$ cat src/rtl/reg_bank_arbiter_if.sv
// Shared bus between the two requesters, the arbiter and the general register bank.
// Carries request/ack handshakes of both ports plus the bank strobe/address/data bus.
// slave = arbiter view, master = requesters-plus-bank view.
interface reg_bank_arbiter_if #(
   parameter int DATA_WIDTH = 8
);
   logic                  req0;
   logic                  req1;
   logic                  we0;
   logic                  we1;
   logic [DATA_WIDTH-1:0] addr0;
   logic [DATA_WIDTH-1:0] addr1;
   logic [DATA_WIDTH-1:0] wdata0;
   logic [DATA_WIDTH-1:0] wdata1;
   logic                  ack0;
   logic                  ack1;
   logic [DATA_WIDTH-1:0] rdata;
   logic                  busy;
   logic                  read_flag;
   logic                  write_flag;
   logic [DATA_WIDTH-1:0] amba_addr;
   logic [DATA_WIDTH-1:0] data_in;
   logic [DATA_WIDTH-1:0] bank_data_out;

   modport slave (
      input  req0, req1, we0, we1, addr0, addr1, wdata0, wdata1, bank_data_out,
      output ack0, ack1, rdata, busy, read_flag, write_flag, amba_addr, data_in
   );

   modport master (
      output req0, req1, we0, we1, addr0, addr1, wdata0, wdata1, bank_data_out,
      input  ack0, ack1, rdata, busy, read_flag, write_flag, amba_addr, data_in
   );
endinterface

$ cat src/rtl/reg_bank_arbiter.sv
// Two-port arbiter/sequencer for the general register bank: IDLE -> ACCESS -> WAIT -> ACK.
// Latency: grant edge to ack = 3 cycles; one transaction per 4 cycles at most.
// Backpressure: requests are levels held until ack; only sampled in IDLE. Build option REG_ARB_FIXED_PRIO_EN selects fixed priority (port 0 wins ties) instead of round-robin.
module reg_bank_arbiter #(
   parameter int DATA_WIDTH = 8
) (
   input  logic               SYS_CLK,
   input  logic               rst,
   reg_bank_arbiter_if.slave  bus
);

   typedef enum logic [1:0] {
      S_IDLE   = 2'd0,
      S_ACCESS = 2'd1,
      S_WAIT   = 2'd2,
      S_ACK    = 2'd3
   } state_t;

   state_t                state_q, state_d;
   logic                  we_q, we_d;
   logic [DATA_WIDTH-1:0] addr_q, addr_d;
   logic [DATA_WIDTH-1:0] wdata_q, wdata_d;
   logic                  gnt_q, gnt_d;      // 0 = port 0 granted, 1 = port 1
   logic                  win;

`ifndef REG_ARB_FIXED_PRIO_EN
   logic                  last_grant_q, last_grant_d;
`endif

   logic                  ack0_q, ack0_d;
   logic                  ack1_q, ack1_d;
   logic                  busy_q, busy_d;
   logic                  rd_flag_q, rd_flag_d;
   logic                  wr_flag_q, wr_flag_d;
   logic [DATA_WIDTH-1:0] amba_addr_q, amba_addr_d;
   logic [DATA_WIDTH-1:0] data_in_q, data_in_d;
   logic [DATA_WIDTH-1:0] rdata_q, rdata_d;

   // Arbitration: a lone request wins outright; a tie goes by priority policy.
   always_comb begin
`ifdef REG_ARB_FIXED_PRIO_EN
      win = !bus.req0;
`else
      win = (bus.req0 && bus.req1) ? !last_grant_q : bus.req1;
`endif
   end

   // Next state and transaction latch; requests are only looked at in IDLE.
   always_comb begin
      state_d = state_q;
      we_d    = we_q;
      addr_d  = addr_q;
      wdata_d = wdata_q;
      gnt_d   = gnt_q;
`ifndef REG_ARB_FIXED_PRIO_EN
      last_grant_d = last_grant_q;
`endif
      case (state_q)
         S_IDLE: begin
            if (bus.req0 || bus.req1) begin
               state_d = S_ACCESS;
               gnt_d   = win;
               we_d    = win ? bus.we1    : bus.we0;
               addr_d  = win ? bus.addr1  : bus.addr0;
               wdata_d = win ? bus.wdata1 : bus.wdata0;
`ifndef REG_ARB_FIXED_PRIO_EN
               last_grant_d = win;
`endif
            end
         end
         S_ACCESS: state_d = S_WAIT;
         S_WAIT:   state_d = S_ACK;
         S_ACK:    state_d = S_IDLE;
         default:  state_d = S_IDLE;
      endcase
   end

   // Outputs are computed from the upcoming state so that every port is a flop.
   always_comb begin
      busy_d      = (state_d != S_IDLE);
      rd_flag_d   = (state_d == S_ACCESS) && !we_d;
      wr_flag_d   = (state_d == S_ACCESS) &&  we_d;
      amba_addr_d = (state_d == S_ACCESS) ? addr_d  : amba_addr_q;
      data_in_d   = (state_d == S_ACCESS) ? wdata_d : data_in_q;
      ack0_d      = (state_d == S_ACK) && !gnt_d;
      ack1_d      = (state_d == S_ACK) &&  gnt_d;
      // Bank data is valid during WAIT; capture it on the edge that ends WAIT.
      rdata_d     = (state_q == S_WAIT && !we_q) ? bus.bank_data_out : rdata_q;
   end

   // State register and latched transaction fields.
   always_ff @(posedge SYS_CLK or posedge rst) begin
      if (rst) begin
         state_q <= S_IDLE;
         we_q    <= 1'b0;
         addr_q  <= '0;
         wdata_q <= '0;
         gnt_q   <= 1'b0;
`ifndef REG_ARB_FIXED_PRIO_EN
         last_grant_q <= 1'b1;
`endif
      end else begin
         state_q <= state_d;
         we_q    <= we_d;
         addr_q  <= addr_d;
         wdata_q <= wdata_d;
         gnt_q   <= gnt_d;
`ifndef REG_ARB_FIXED_PRIO_EN
         last_grant_q <= last_grant_d;
`endif
      end
   end

   // Output registers.
   always_ff @(posedge SYS_CLK or posedge rst) begin
      if (rst) begin
         ack0_q      <= 1'b0;
         ack1_q      <= 1'b0;
         busy_q      <= 1'b0;
         rd_flag_q   <= 1'b0;
         wr_flag_q   <= 1'b0;
         amba_addr_q <= '0;
         data_in_q   <= '0;
         rdata_q     <= '0;
      end else begin
         ack0_q      <= ack0_d;
         ack1_q      <= ack1_d;
         busy_q      <= busy_d;
         rd_flag_q   <= rd_flag_d;
         wr_flag_q   <= wr_flag_d;
         amba_addr_q <= amba_addr_d;
         data_in_q   <= data_in_d;
         rdata_q     <= rdata_d;
      end
   end

   assign bus.ack0       = ack0_q;
   assign bus.ack1       = ack1_q;
   assign bus.busy       = busy_q;
   assign bus.read_flag  = rd_flag_q;
   assign bus.write_flag = wr_flag_q;
   assign bus.amba_addr  = amba_addr_q;
   assign bus.data_in    = data_in_q;
   assign bus.rdata      = rdata_q;

endmodule

$ cat src/flat_wrapper.sv
// flat-port wrapper written by rule: the top's interface ports become plain ports
module reg_bank_arbiter_flat 
#(
   parameter int DATA_WIDTH = 8
)
  (SYS_CLK, rst, bus_req0, bus_req1, bus_we0, bus_we1, bus_addr0, bus_addr1, bus_wdata0, bus_wdata1, bus_bank_data_out, bus_ack0, bus_ack1, bus_rdata, bus_busy, bus_read_flag, bus_write_flag, bus_amba_addr, bus_data_in);
  reg_bank_arbiter_if #(.DATA_WIDTH(DATA_WIDTH)) bus_i ();
  input  logic SYS_CLK;
  input  logic rst;
  input wire logic [$bits(bus_i.req0)-1:0] bus_req0;
  input wire logic [$bits(bus_i.req1)-1:0] bus_req1;
  input wire logic [$bits(bus_i.we0)-1:0] bus_we0;
  input wire logic [$bits(bus_i.we1)-1:0] bus_we1;
  input wire logic [$bits(bus_i.addr0)-1:0] bus_addr0;
  input wire logic [$bits(bus_i.addr1)-1:0] bus_addr1;
  input wire logic [$bits(bus_i.wdata0)-1:0] bus_wdata0;
  input wire logic [$bits(bus_i.wdata1)-1:0] bus_wdata1;
  input wire logic [$bits(bus_i.bank_data_out)-1:0] bus_bank_data_out;
  output wire logic [$bits(bus_i.ack0)-1:0] bus_ack0;
  output wire logic [$bits(bus_i.ack1)-1:0] bus_ack1;
  output wire logic [$bits(bus_i.rdata)-1:0] bus_rdata;
  output wire logic [$bits(bus_i.busy)-1:0] bus_busy;
  output wire logic [$bits(bus_i.read_flag)-1:0] bus_read_flag;
  output wire logic [$bits(bus_i.write_flag)-1:0] bus_write_flag;
  output wire logic [$bits(bus_i.amba_addr)-1:0] bus_amba_addr;
  output wire logic [$bits(bus_i.data_in)-1:0] bus_data_in;
  assign bus_i.req0 = bus_req0;
  assign bus_i.req1 = bus_req1;
  assign bus_i.we0 = bus_we0;
  assign bus_i.we1 = bus_we1;
  assign bus_i.addr0 = bus_addr0;
  assign bus_i.addr1 = bus_addr1;
  assign bus_i.wdata0 = bus_wdata0;
  assign bus_i.wdata1 = bus_wdata1;
  assign bus_i.bank_data_out = bus_bank_data_out;
  assign bus_ack0 = bus_i.ack0;
  assign bus_ack1 = bus_i.ack1;
  assign bus_rdata = bus_i.rdata;
  assign bus_busy = bus_i.busy;
  assign bus_read_flag = bus_i.read_flag;
  assign bus_write_flag = bus_i.write_flag;
  assign bus_amba_addr = bus_i.amba_addr;
  assign bus_data_in = bus_i.data_in;
  reg_bank_arbiter #(.DATA_WIDTH(DATA_WIDTH)) u_core (.SYS_CLK(SYS_CLK), .rst(rst), .bus(bus_i));
endmodule
$ cat config.mk
export PLATFORM = sky130hd
export DESIGN_NAME = reg_bank_arbiter_flat
export DESIGN_NICKNAME = d
export VERILOG_FILES = /design/src/rtl/reg_bank_arbiter_if.sv /design/src/rtl/reg_bank_arbiter.sv /design/src/flat_wrapper.sv
export SDC_FILE = /design/constraint.sdc
export NUM_CORES = 1
export LEC_CHECK = 0
export BUFFER_PORTS_ARGS = -buffer_cell sky130_fd_sc_hd__clkbuf_2
export CAP_MARGIN = 20
export CORE_ASPECT_RATIO = 1.75
export CORE_MARGIN = 8
export CORE_UTILIZATION = 54
export CTS_CLUSTER_DIAMETER = 120
export DETAILED_ROUTE_END_ITERATION = 10
export GPL_TIMING_DRIVEN = 0
export PLACE_DENSITY = 0.9
export SLEW_MARGIN = 20
export SYNTH_ARGS = -nofsm -noshare
export SYNTH_HDL_FRONTEND = slang
export SYNTH_SLANG_ARGS = --single-unit
$ cat constraint.sdc
create_clock -name SYS_CLK -period 4.15 [get_ports SYS_CLK]
set_input_delay 0.83 -clock SYS_CLK [delete_from_list [all_inputs] [get_ports SYS_CLK]]
set_output_delay 0.83 -clock SYS_CLK [all_outputs]
set_load 0.05 [all_outputs]
==> results of run 1 <==
[flip-flops by register name, indices dropped and copies added, names as in the netlist]
register / count
u_core.gnt_q: 1
u_core.bus.write_flag: 1
u_core.we_q: 1
u_core.bus.data_in: 8
u_core.bus.rdata: 8
u_core.bus.read_flag: 1
u_core.state_q: 2
u_core.last_grant_q: 1
u_core.bus.busy: 1
u_core.bus.amba_addr: 8
u_core.bus.ack0: 1
u_core.bus.ack1: 1
u_core.wdata_q: 8
u_core.addr_q: 8
[logic make-up after synthesis]
family / share of synthesized area
muxes: 0.0384
DFF: 0.534
and+or+nand+nor: 0.117
buffers and inverters: 0.0624
adders and majority gates: 0.0160
AOI/OAI and AO/OA: 0.232
[layer usage]
metal	wire (um)	share of wire	track usage	vias up
met5	0	0	0	-
met4	129	0.021	0.0997	0
met3	385	0.063	0.0399	12
met2	3320	0.54	0.336	63
met1	2270	0.37	0.199	984
li1	-	-	-	949
[synth_stat cells, drive strengths merged, types with 2 or more instances]
cell | number | area (um^2)
or2 | 2 | 12.5
buf | 6 | 63.8
nor2 | 19 | 71.3
clkbuf | 15 | 56.3
a21oi | 34 | 170
a211oi | 16 | 170
inv | 7 | 26.3
ha | 3 | 37.5
nand2 | 3 | 11.3
o32ai | 16 | 140
dfrtp | 49 | 1230
and2 | 3 | 18.8
nor4 | 16 | 100
mux2 | 8 | 90.1
nor2b | 2 | 12.5
[layout by cell type, fill, tap and decap left out, types with 5 or more instances in the layout]
master	synthesis	routed
a211oi_1	6	6
a211oi_2	10	10
a21oi_1	34	34
clkbuf_1	15	16
clkbuf_2	0	72
clkbuf_8	0	5
dfrtp_1	49	49
inv_1	7	6
mux2_2	8	8
nor2_1	19	19
nor4_1	16	16
o32ai_1	16	16
[cell type report]
cell class | count | area share
buffer | 21 | 0.0414
clock buffer | 6 | 0.0250
clock inverter | 2 | 0.0129
inverter | 7 | 0.00906
multi-input combinational | 134 | 0.327
sequential | 50 | 0.432
tap | 51 | 0.0220
timing repair buffer | 73 | 0.131
[power by group]
group          switching, mW  total (mW)  internal [mW]
clock                  0.160       0.340          0.180
sequential             0.125       0.856          0.731
combinational           1.03        1.50          0.464
total                   1.32        2.69           1.38
[worst paths after layout]
kind,start,end,slack (ns),cells after the start
worst max register to register,u_core.state_q[0]$_DFF_PP0_,u_core.bus.amba_addr[0]$_DFFE_PP0N_,1.78,7
min in group SYS_CLK,u_core.bus.rdata[6]$_DFFE_PP0P_,u_core.bus.rdata[6]$_DFFE_PP0P_,0.51,1
worst min-delay path,rst,u_core.bus.amba_addr[5]$_DFFE_PP0N_,0.50,2
worst max-delay path,u_core.state_q[0]$_DFF_PP0_,u_core.bus.amba_addr[0]$_DFFE_PP0N_,1.78,7
worst min register to register,u_core.bus.rdata[6]$_DFFE_PP0P_,u_core.bus.rdata[6]$_DFFE_PP0P_,0.51,1
max in group asynchronous,rst,u_core.addr_q[1]$_DFF_PP0_,3.14,3
==> results_dict.tcl, run 1 <==
set metrics [dict create \
    status "complete, no violations" \
    post_cts_buffers 0 \
    setup_ws_ns 1.78 \
    synth_cell_types 31 \
    drc 0 \
    worstPathRequired_ns 4.37 \
    cts_made_buffers 5 \
    fillers 340 \
    cts-resized-gates 0 \
    rows 32 \
    routedWlPerCell_um 17.8 \
    clk_pin_slew_ns 0.09 \
    detail-route-antenna-nets 0 \
    dieArea_mm2 0.00680 \
    clock_latency_ns 0.30 \
    yosys_warnings 0 \
    hold_buffers 0 \
    synth_edf_count 0 \
    syn_nets 261 \
    max_freq_ghz 0.423 \
    synth_seq_cells 50 \
    dp_slack_ns 1.69 \
    grt_pass1_vias 2134 \
    htree_levels 2 \
    tightestPinTransition_ns 0.787 \
    drt_iter0_markers 53 \
    nets 341 \
    drive_gt1_frac 0.382 \
    synth-seq-area-share 0.534 \
    instances_no_fill 344 \
    grt_pass1_wl_um 10000 \
    cp_cell_sequence "inv_1 > ha_1 > buf_2 > nor4b_2 > clkbuf_1 > nor4_1 > a211oi_2" \
    place_area_mm2 0.00279 \
    core_area_mm2 0.00428 \
    clock_sinks 50 \
    clock_tree.buffer_depth 2 \
    syn_area_mm2 0.00235 \
    finalSetupViolCount 0 \
    io_buffers 72 \
    power.total_mw 2.69 \
    finalCritPeriodShare 0.570 \
    slowest_delay_ns 0.67 \
    crit_buf_inv 3 \
    worstSetupStartpointType "register" \
    grt_usage 0.188 \
    worstPathArrival_ns 2.59 \
    critical_path.top_delay_family "simple AND/OR/NAND/NOR gates" \
    io-pin-count 75 \
    num_antenna_cells 0 \
    syn_inst 212 \
    hold-worst-slack_ns 0.502 \
    synthArstFlopShare 1.00 \
    slowest_stage "nor4b_2" \
    slew_headroom 0.474 \
    tritoncts "done" \
    ir_drop_mv 0.572 \
    cts_root_buf "clkbuf_8" \
    tns_ns 0 \
    power-per-cell-area_mw_per_mm2 928 \
    initial_core_util 0.548 \
    rsz0062_at_grt "no" \
    post-place-cells 336 \
    p_leak_nw 1.27 \
    fin_crit_ns 2.37 \
    hpwl_um 4600 \
    grt_max_degree 33 \
    fin_skew_ns 0.00420 \
    routed_via_density 5.84 \
    vias 2008 \
    min_path_type "input pin to async pin" \
    wl_um 6110 \
    antenna_found_initial 0 \
    maxCapViolations 0 \
    avgSynthCellArea_um2 11.1 \
    finish.utilization 0.677 \
    areaGrowthSynthToFinish_pct 23.6 \
    path_max_fanout 10 \
    synth-main-ff-cell "dfrtp_1" \
    multiInputGateArea_um2 948 \
    slew_viol_final 0 \
    drtPass1Iterations 4 \
    critical_path_class "register to register" \
    hold_viol 0 \
    regArea_mm2 0.00125 \
    worstSetupEndpointType "register" \
    grt_overflow 0 \
    final_area_mm2 0.00290 \
    die_x_um 65.8 \
    die_h_um 103 \
    gp_congestion 0.794 \
]
Power figures use the tool's default switching activity.
==> run 2, diff against run 1 <==
Settings changed: ABC_AREA set to 1, CORE_UTILIZATION 54 to 50, PLACE_DENSITY 0.9 to 0.85.
Clock period 4.15 ns to 2.3 ns, I/O delays scaled along.
==> run 2 against run 1 <==
Net effect: via count fell by 2.5%; count of clock-buffer cells in the layout unchanged; register-to-register slack got worse by 1.1 ns; sequential share of layout area increased by 1.1 points; cell area shrank 2.5%; worst setup slack lost 1.1 ns; clock skew increased by 0.0044 ns; sequential power increased by 74%; die area rose by 3.9%; critical path depth grew 2.
==> results_dict.tcl, run 2 <==
set metrics [dict create \
    synth_xor_area_frac 0 \
    syn_area_mm2 0.00228 \
    grt_overflow 0 \
    hold-worst-slack_ns 0.209 \
    die_x_um 67.0 \
    synth_commonest_cells "nand2_1, dfrtp_1, inv_1" \
    vias 1958 \
    rr_worst_depth 9 \
    synthMuxAreaShare 0.0395 \
    num_antenna_cells 0 \
    synth-main-ff-cell "dfrtp_1" \
    drt_iter0_markers 106 \
    setup_ws_ns 0.651 \
    grt_usage 0.164 \
    clk_pin_slew_ns 0.09 \
    rsz0062_at_grt "no" \
    synth-compound-area-share 0.00659 \
    die_h_um 105 \
    io-pin-count 75 \
    p_leak_nw 1.71 \
    final_common_cell "nand2_1" \
    maxCapViolations 0 \
    dp_slack_ns 0.682 \
    yosys.area_share.simple 0.291 \
    cts_root_buf "clkbuf_8" \
    worstSetupEndpointType "register" \
    rr_startpoint "u_core.state_q[0]$_DFF_PP0_" \
    critical_path_class "register to register" \
    clock_tree.buffer_depth 2 \
    rows 32 \
    slew_viol_final 0 \
    synth_cell_types 18 \
    layout_common_cells "nand2_1, clkbuf_2, dfrtp_1" \
    synthAdderAreaFrac 0.0165 \
    tns_ns 0 \
    worstSetupStartpointType "register" \
    grt_pass1_vias 2037 \
    min_path_type "input pin to async pin" \
    max_freq_ghz 0.606 \
    nets 398 \
    power-per-cell-area_mw_per_mm2 1610 \
    post_cts_buffers 0 \
    core_area_mm2 0.00440 \
    final_area_mm2 0.00283 \
    synth_largest_area_cell "dfrtp_1" \
    antenna_found_initial 0 \
    hold_viol 0 \
    gp_congestion 0.778 \
    worstPathRequired_ns 2.53 \
    htree_levels 2 \
    avgSynthCellArea_um2 8.54 \
    finalSetupViolCount 0 \
    place_area_mm2 0.00274 \
    synthArstFlopShare 1.00 \
    areaGrowthSynthToFinish_pct 24.0 \
    hpwl_um 4360 \
    synth_seq_cells 50 \
    clock_latency_ns 0.30 \
    wl_um 5580 \
    routedWlPerCell_um 13.9 \
    routed_via_density 4.88 \
    io_buffers 74 \
    drtPass1Iterations 4 \
    clock_sinks 50 \
    hold_buffers 0 \
    initial_core_util 0.518 \
    worstReg2RegEnd "u_core.bus.data_in[4]$_DFFE_PP0N_" \
    synth.top_cell.area_share 0.538 \
    synth_edf_count 0 \
    fin_crit_ns 1.65 \
    tritoncts "done" \
    slew_headroom 0.594 \
    fin_skew_ns 0.00856 \
    syn_inst 267 \
    cts_made_buffers 5 \
    drc 0 \
    cts-resized-gates 0 \
    ir_drop_mv 1.10 \
    status "complete, no violations" \
    grt_max_degree 29 \
    detail-route-antenna-nets 0 \
    dieArea_mm2 0.00706 \
    drive_gt1_frac 0.309 \
    yosys-top-cells-area "dfrtp_1, nand2_1, nand3_1, inv_1, mux2_2" \
    path_max_fanout 10 \
    yosysMostFrequentCell "nand2_1" \
    worstPathArrival_ns 1.88 \
    rrSetupSlack_ns 0.65 \
    synth-seq-area-share 0.549 \
    yosys_warnings 0 \
    crit_start "u_core.state_q[0]$_DFF_PP0_" \
    grt_pass1_wl_um 9140 \
    syn_nets 316 \
    finalCritPeriodShare 0.717 \
    synth_top_family_by_area "simple AND/OR/NAND/NOR gates" \
    tightestPinTransition_ns 0.607 \
]
[run 2: cell count changes in the layout (fill, tap and decap cells not counted), sizes merged, moves of 32 or more]
cell | previous run | this run
a21oi | 34 | 2
nand2 | 3 | 111
nand3 | 0 | 36
inv | 7 | 41
[run 2: logic make-up after synthesis]
group,after synthesis
AND/OR/NAND/NOR,153
multiplexers,8
flip-flops,50
buffers and inverters,50
adder cells (fa/ha/maj),3
AO/OA/AOI/OAI,3
[run 2: worst max-delay path by stage]
stage	end	slack (ns)	cells past startpoint
after CTS	u_core.bus.data_in[6]$_DFFE_PP0N_	0.66	9
final	u_core.bus.data_in[4]$_DFFE_PP0N_	0.65	9
after detailed placement	u_core.bus.amba_addr[2]$_DFFE_PP0N_	0.68	9
after global placement	u_core.bus.amba_addr[4]$_DFFE_PP0N_	0.10	2
after global routing	u_core.bus.data_in[4]$_DFFE_PP0N_	0.47	9
after floorplan	u_core.addr_q[0]$_DFF_PP0_	0.64	1
[run 2: metal layers]
metal  share of wire  vias to the layer above  GRT usage
li1                -                      969          -
met4           0.023                        0     0.0737
met3           0.076                       10     0.0541
met5               0                        -          0
met1            0.33                      922      0.154
met2            0.57                       57      0.302
[run 2: critical path, cell delays in order (launching register included)]
cell,delay [ns]
dfrtp_1,0.39
inv_1,0.10
ha_1,0.24
inv_2,0.07
nor2_4,0.27
buf_6,0.19
nand3_1,0.10
nand2_1,0.10
nand2_1,0.06
nand2_1,0.06
[run 2: area by class of cell]
type	count	area, um^2
multi-input combinational	167	806
tap	51	63.8
sequential	50	1250
clock inverter	2	13.8
clock buffer	6	72.6
fill	394	1580
timing repair buffer	75	398
inverter	41	154
buffer	9	67.6
[run 2: where the power goes]
group / internal (mW) / leakage [nW] / total (mW) / switching [mW]
clock: 0.215 / 0.0452 / 0.489 / 0.274
sequential: 1.32 / 0.612 / 1.49 / 0.176
combinational: 0.716 / 1.05 / 2.56 / 1.85
[run 2: per-stage QoR]
stage          utilization  std cells  total power [mW]
2_1_floorplan            -        267              3.45
3_3_place_gp         0.616        392              3.98
3_5_place_dp         0.622        393              4.08
4_1_cts              0.642        401              4.58
5_1_grt              0.642        401              4.86
6_report             0.642        401              4.55
